==> config.mk <==
export PLATFORM = sky130hd
export DESIGN_NAME = ctr_pr_timer
export DESIGN_NICKNAME = d
export VERILOG_FILES = /design/src/rtl/ctr_pr_timer_pkg.sv /design/src/rtl/ctr_pr_next.sv /design/src/rtl/ctr_pr_timer.sv
export SDC_FILE = /design/constraint.sdc
export NUM_CORES = 1
export LEC_CHECK = 0
export ABC_AREA = 1
export BUFFER_PORTS_ARGS = -buffer_cell sky130_fd_sc_hd__buf_2
export CAP_MARGIN = 30
export CORE_MARGIN = 3
export CORE_UTILIZATION = 45
export CTS_CLUSTER_SIZE = 40
export DETAILED_ROUTE_END_ITERATION = 10
export SETUP_SLACK_MARGIN = 0.05
export SLEW_MARGIN = 20
export SYNTH_ARGS = -nofsm -noshare
export SYNTH_HDL_FRONTEND = slang
export SYNTH_HIERARCHICAL = 1
export SYNTH_SLANG_ARGS = --single-unit
==> constraint.sdc <==
create_clock -name clk -period 3.61 [get_ports clk]
set_clock_uncertainty 0.1 [all_clocks]
set_input_delay 0.722 -clock clk [delete_from_list [all_inputs] [get_ports clk]]
set_output_delay 0.722 -clock clk [all_outputs]
set_load 0.01 [all_outputs]
==> src/rtl/ctr_pr_timer_pkg.sv <==
// rtl/ctr_pr_timer_pkg.sv - shared ctr_pr definitions: tap masks, seed, FSM encodings
package ctr_pr_timer_pkg;

  // FSM encodings shared by the ctr_pr family
  localparam logic [1:0] ST_IDLE = 2'd0;
  localparam logic [1:0] ST_CONV = 2'd1;
  localparam logic [1:0] ST_RUN  = 2'd2;

  // All-zeros seed; with XNOR feedback the all-ones word is the lockup state
  localparam logic [7:0] SEED_BITS = 8'h00;

  // Tap mask per LFSR width, bit i set means 1-based tap i+1 feeds back
  function automatic logic [7:0] tap_mask(input int width);
    case (width)
      4:       tap_mask = 8'b0000_1100;
      5:       tap_mask = 8'b0001_0100;
      6:       tap_mask = 8'b0011_0000;
      default: tap_mask = 8'b0110_0000;
    endcase
  endfunction

endpackage

==> src/rtl/ctr_pr_next.sv <==
// rtl/ctr_pr_next.sv - combinational Fibonacci LFSR next-state (shift left, XNOR into bit 0)
module ctr_pr_next
  import ctr_pr_timer_pkg::*;
#(
  parameter int WIDTH = 5
) (
  input  logic [WIDTH-1:0] cur,
  output logic [WIDTH-1:0] nxt
);

  localparam logic [7:0]       MASK_FULL = tap_mask(WIDTH);
  localparam logic [WIDTH-1:0] MASK      = MASK_FULL[WIDTH-1:0];

  logic fb;

  // XNOR of the tapped bits shifts in at the bottom
  always_comb begin
    fb  = ~^(cur & MASK);
    nxt = {cur[WIDTH-2:0], fb};
  end

endmodule

==> src/rtl/ctr_pr_timer.sv <==
// rtl/ctr_pr_timer.sv - LFSR periodic tick generator; optional CTR_PR_TIMER_ONESHOT_EN adds oneshot input
module ctr_pr_timer
  import ctr_pr_timer_pkg::*;
#(
  parameter int WIDTH = 5
) (
  input  logic             clk,
  input  logic             rst,
  input  logic             load,
  input  logic [WIDTH-1:0] period,
  input  logic             inc,
`ifdef CTR_PR_TIMER_ONESHOT_EN
  input  logic             oneshot,
`endif
  output logic             busy,
  output logic             tick,
  output logic [WIDTH-1:0] out
);

  localparam logic [WIDTH-1:0] SEED = SEED_BITS[WIDTH-1:0];
  localparam logic [WIDTH-1:0] ONE  = WIDTH'(1);
  localparam logic [WIDTH-1:0] ZERO = '0;

  logic [1:0]       state;
  logic [WIDTH-1:0] shadow;
  logic [WIDTH-1:0] terminal;
  logic [WIDTH-1:0] cnt;
  logic [WIDTH-1:0] run_q;
  logic             tick_q;
  logic [WIDTH-1:0] shadow_nxt;
  logic [WIDTH-1:0] run_nxt;
  logic             stop_at_match;

`ifdef CTR_PR_TIMER_ONESHOT_EN
  assign stop_at_match = oneshot;
`else
  assign stop_at_match = 1'b0;
`endif

  // Shadow walks p-1 steps from the seed to find the terminal state
  ctr_pr_next #(.WIDTH(WIDTH)) u_next_shadow (
    .cur (shadow),
    .nxt (shadow_nxt)
  );

  // Run register steps once per accepted inc
  ctr_pr_next #(.WIDTH(WIDTH)) u_next_run (
    .cur (run_q),
    .nxt (run_nxt)
  );

  // Conversion, run and reload sequencing; load always wins over inc
  always_ff @(posedge clk or posedge rst) begin
    if (rst) begin
      state    <= ST_IDLE;
      shadow   <= ZERO;
      terminal <= ZERO;
      cnt      <= ZERO;
      run_q    <= ZERO;
      tick_q   <= 1'b0;
    end else if (load) begin
      tick_q <= 1'b0;
      run_q  <= SEED;
      if (period == ZERO) begin
        state <= ST_IDLE;
      end else begin
        shadow <= SEED;
        cnt    <= period - ONE;
        state  <= ST_CONV;
      end
    end else begin
      case (state)
        ST_CONV: begin
          tick_q <= 1'b0;
          if (cnt == ZERO) begin
            terminal <= shadow;
            state    <= ST_RUN;
          end else begin
            shadow <= shadow_nxt;
            cnt    <= cnt - ONE;
          end
        end
        ST_RUN: begin
          if (inc) begin
            if (run_q == terminal) begin
              run_q  <= SEED;
              tick_q <= 1'b1;
              if (stop_at_match) begin
                state <= ST_IDLE;
              end
            end else begin
              run_q  <= run_nxt;
              tick_q <= 1'b0;
            end
          end else begin
            tick_q <= 1'b0;
          end
        end
        default: begin
          tick_q <= 1'b0;
          state  <= ST_IDLE;
        end
      endcase
    end
  end

  assign busy = (state == ST_CONV);
  assign tick = tick_q;
  assign out  = run_q;

endmodule

* Word-level counts from Yosys, hierarchy flattened
Index checks and enable logic that the tools add are counted.
Cells by class: multiplexer cells 20, add/subtract/negate cells 2, reduce and logical (&&, ||, !) cells 11, bitwise operators 1, eq/ne operators 7
Operator list (count):
- $mux 5 | 12
- $logic_not 5->1 | 2
- $reduce_xnor 5->1 | 2
- $sub 5x1->5 const B | 2
- $ne 2x2->1 const B | 3
- $reduce_and 3->1 | 2
- $reduce_bool 2->1 | 3
- $eq 5x5->1 | 1
- $mux 1 | 5
- $mux 2 | 2
- $pmux 2 s2 | 1
- $reduce_and 2->1 | 2
- $ne 3x2->1 const B | 1
- $eq 2x1->1 const B | 1
- $eq 2x2->1 const B | 1
- $not 1->1 | 1
Storage, ports and cells: bits in registers 23, bits of input ports 9, logic and storage cells 47, output and inout bits 7

* Logic depth before layout (Yosys ltp)
depth after elaboration 5, mapped depth 9

* By module
The synthesis kept the hierarchy.
Modules (own cells, without submodules):
- ctr_pr_timer | times used 1, cells an instance 160, area each 1217.4 um2
- ctr_pr_next | times used 2, cells an instance 10, area each 56.3 um2

* Worst setup path after synthesis
No wires, ideal clock.
path kind input to register, start point in load, end point reg cnt[4], required time 3.393 ns, arrival 1.504 ns, library setup time 0.117 ns, stages on the path 9, setup slack 1.889 ns, cell sequence clkbuf_8 > nand2_1 > nand2_1 > ha_1 > nand3_1 > nor2_1 > nand2_1 > nand3_1 > nand2_1
Between the ends: cells in the longest elaborated chain, start to end 2, elaborated cells between the ends (all ways) 5, those cells by class eq/ne (2); mux (1); reduce/logical (2)
RTL lines:
- from (decl) | RTL line ctr_pr_timer.sv:9 | input logic load,
- $ne 2x2->1 (no source line) / $reduce_bool 2->1 (equally long branches)
- $reduce_and 3->1 (no source line)
- to (signal assigned) | RTL line ctr_pr_timer.sv:68 | cnt <= period - ONE;
- to (signal assigned) | RTL line ctr_pr_timer.sv:80 | cnt <= cnt - ONE;
- to (decl) | RTL line ctr_pr_timer.sv:27 | logic [WIDTH-1:0] cnt;
Parallel ways exist; a longest one is shown, timed or not. A chain may end at the register's enable or synchronous reset.

* Final worst setup path
start point reg state[0], end point out busy
Between the ends: cells in the longest elaborated chain, start to end 1
RTL lines:
- from (decl) | RTL line ctr_pr_timer.sv:24 | logic [1:0] state;
- from (signal assigned) | RTL line ctr_pr_timer.sv:55 | state <= ST_IDLE;
- from (signal assigned) | RTL line ctr_pr_timer.sv:65 | state <= ST_IDLE;
- from (signal assigned) | RTL line ctr_pr_timer.sv:69 | state <= ST_CONV;
- $eq 2x1->1 | RTL line ctr_pr_timer.sv:107 | assign busy = (state == ST_CONV);
- to (decl) | RTL line ctr_pr_timer.sv:15 | output logic busy,
Every way passes these cells.

==> qor.txt <==
Status = completed
CTS sink cnt = 23
Sw Share = 36.02%
CTS tree = done
VDD IR max = 255.1 uV
Crit path cell chain = inv_1, nor2_1, buf_2
DR vias/cell = 4.917
Max clock buf depth = 2
Fin worst setup slack = 1.749 ns
Initial Util = 47.82%
Crit-path slowest cell = dfrtp_1
Final Slew Violations = 0
CP Class = flop to output port
Fin cells = 218
Vias in the first global route = 999
Chip width = 60.37 um
CP required = 2.79 ns
Syn Inst Count = 180
Power Density = 457.9 mW/mm^2
Mapped Nets = 190
Least-Margin Pin Slew = 0.5002 ns
Site row count = 19
Routed wire length = 2.412 mm
Placed insts = 213
Post-route setup TNS = 0 ns
Vias = 1,072
Clk_lat worst skew = 0.31 ns
Initial antenna violation count = 0
Antenna diodes = 0
P_leak = 0.7713 nW
Netlist cell types = 18
DR iter-0 viols = 49
CTS H-tree depth = 1
Area growth syn-to-layout = 4.798%
Max_slew headroom = 66.56%
Post-synth ARST share = 100.0%
Seq pwr share = 51.9%
Max FO, Critical Path = 5
# hold bufs at CTS = 0
Endpoints failing setup = 0
IO buf count = 15
Congestion Overflow GR = 0
Top Ports = 16
DRT antenna net count = 0
Clock transition at the registers of the reported paths = 0.13 ns
# resized after CTS = 0
Drt pass-1 iters = 4
Post-DP HPWL = 1.815 mm
CP endpoint kind = output port
Minimum hold slack = 0.2471 ns
First-pass GRT wire length = 3.891 mm
Sequential-to-total area share from yosys stat = 43.27%
Comb power frac = 28.8%
Mean Syn Cell Area = 7.389 um^2
Largest net degree at the start of global routing = 24
Pwr Total = 0.0006383 W
#FFs+latches synth = 23
Worst endpoint data arrival time = 1.04 ns
Die Footprint = 0.003644 mm^2
Setup WS pre-CTS = 1.401 ns
Gr usage total = 14.24%
Top_reg_cell synth = dfrtp_1
Routability Congestion = 0.8697
Total CTS buffers = 3
Fin crit period = 1.861 ns
Clock Tree Root = clkbuf_4
Syn Std Cell Area = 0.001330 mm^2
Clock Power Share = 19.3%
P_int = 0.0004084 W
Final net count = 198
EDFF count, synth = 0
DIE HEIGHT = 60.37 um
RSZ-0062 raised after global routing = no
Crit start category = flop
FMAX = 0.5372 GHz
Layout cells sized above 1 = 14.44%
Final worst path period share = 51.56%
Max incr delay on CP = 0.38 ns
Wire per inst = 11.06 um
Maxcap violations = 0
Synth warn = 6
Hold crit path type = input port to async pin
P_sw = 0.0002299 W
Placeable Area = 0.002781 mm^2
Post-CTS setup buffers = 0
DRC violations left = 0
Hold Fails Final Rpt = 0
[metal layers]
metal | vias to the layer above | global-route usage [%] | part of all wire, %
met5 | - | 0 | 0
met4 | 0 | 5.696 | 1.2
met3 | 4 | 2.553 | 2.6
met2 | 13 | 28.24 | 51
met1 | 503 | 14.40 | 45
li1 | 552 | - | -
[synthesized netlist by cell type (2+ instances only)]
library cell | n | area share, %
nand2_1 | 55 | 16
dfrtp_1 | 23 | 43
xor2_1 | 2 | 1.3
xnor2_1 | 2 | 1.3
nor2_1 | 16 | 4.5
inv_1 | 33 | 9.3
buf_4 | 10 | 5.6
nand3_1 | 13 | 4.9
nand4_1 | 3 | 1.4
o21ai_2 | 5 | 3.3
o21ai_0 | 11 | 4.1
[registers in the layout (all words and copies together), names as in the netlist]
register,count
out,5
terminal,5
shadow,5
cnt,5
state,2
tick,1
[metrics by stage]
stage               utilization [%]  instance area [um^2]
finish                        50.11                  1394
global route                  50.11                  1394
CTS                           49.12                  1366
detailed placement            48.13                  1339
global placement              48.13                  1339
floorplan                         -                  1330
[power groups by stage]
stage / logic [W] / registers, W / clock network (W)
2_1_floorplan: 0.000162 / 0.000328 / 0
3_3_place_gp: 0.000176 / 0.000335 / 0
3_5_place_dp: 0.000180 / 0.000336 / 0
4_1_cts: 0.000181 / 0.000331 / 0.000127
5_1_grt: 0.000210 / 0.000338 / 0.000138
6_report: 0.000184 / 0.000331 / 0.000123
[cell families (layout without fill, tap and decap cells)]
kind of cell	after synthesis	count (layout)	synth area share, %
AOI/OAI and AO/OA	17	17	7.902
xor gates and xnor gates	4	4	2.635
DFF	23	23	43.27
adders and majority gates	1	1	0.9406
and+or+nand+nor	89	89	28.03
buffers and inverters	46	53	17.21
[cell type report]
| class | count | area, um^2 |
|---|---|---|
| clock buffer | 3 | 22.52 |
| clock inverter | 1 | 5.005 |
| fill | 293 | 1388 |
| inverter | 33 | 123.9 |
| multi-input combinational | 111 | 525.5 |
| sequential | 23 | 575.6 |
| tap | 31 | 38.79 |
| timing repair buffer | 16 | 102.6 |
[worst paths after layout]
kind	from	slack, ns	to	cells past startpoint
max	state[0]$_DFFE_PP0P_	1.75	busy	3
min in group clk	terminal[1]$_DFFE_PP0P_	0.43	terminal[1]$_DFFE_PP0P_	2
max reg2reg	state[1]$_DFFE_PP0P_	1.85	terminal[2]$_DFFE_PP0P_	4
min	rst	0.25	cnt[1]$_DFFE_PP0P_	2
max in group asynchronous	rst	2.76	out[0]$_DFFE_PP0P_	3
min reg2reg	terminal[1]$_DFFE_PP0P_	0.43	terminal[1]$_DFFE_PP0P_	2
[critical path: cells and delay by family (launching register included)]
| family | cells | cell delay, ns |
|---|---|---|
| and+or+nand+nor | 1 | 0.05 |
| DFF | 1 | 0.38 |
| buffers and inverters | 2 | 0.29 |
[layout by cell type, fill, tap and decap left out, drive strengths merged]
cell    Yosys  layout
o21ai      16      16
clkbuf      1       3
nand4       3       3
ha          1       1
dfrtp      23      23
buf        12      16
xnor2       2       2
nand3      13      13
nor3        1       1
xor2        2       2
clkinv      0       1
nand2      56      56
a31oi       1       1
inv        33      33
nor2       16      16
(Power assumes the default switching activity.)
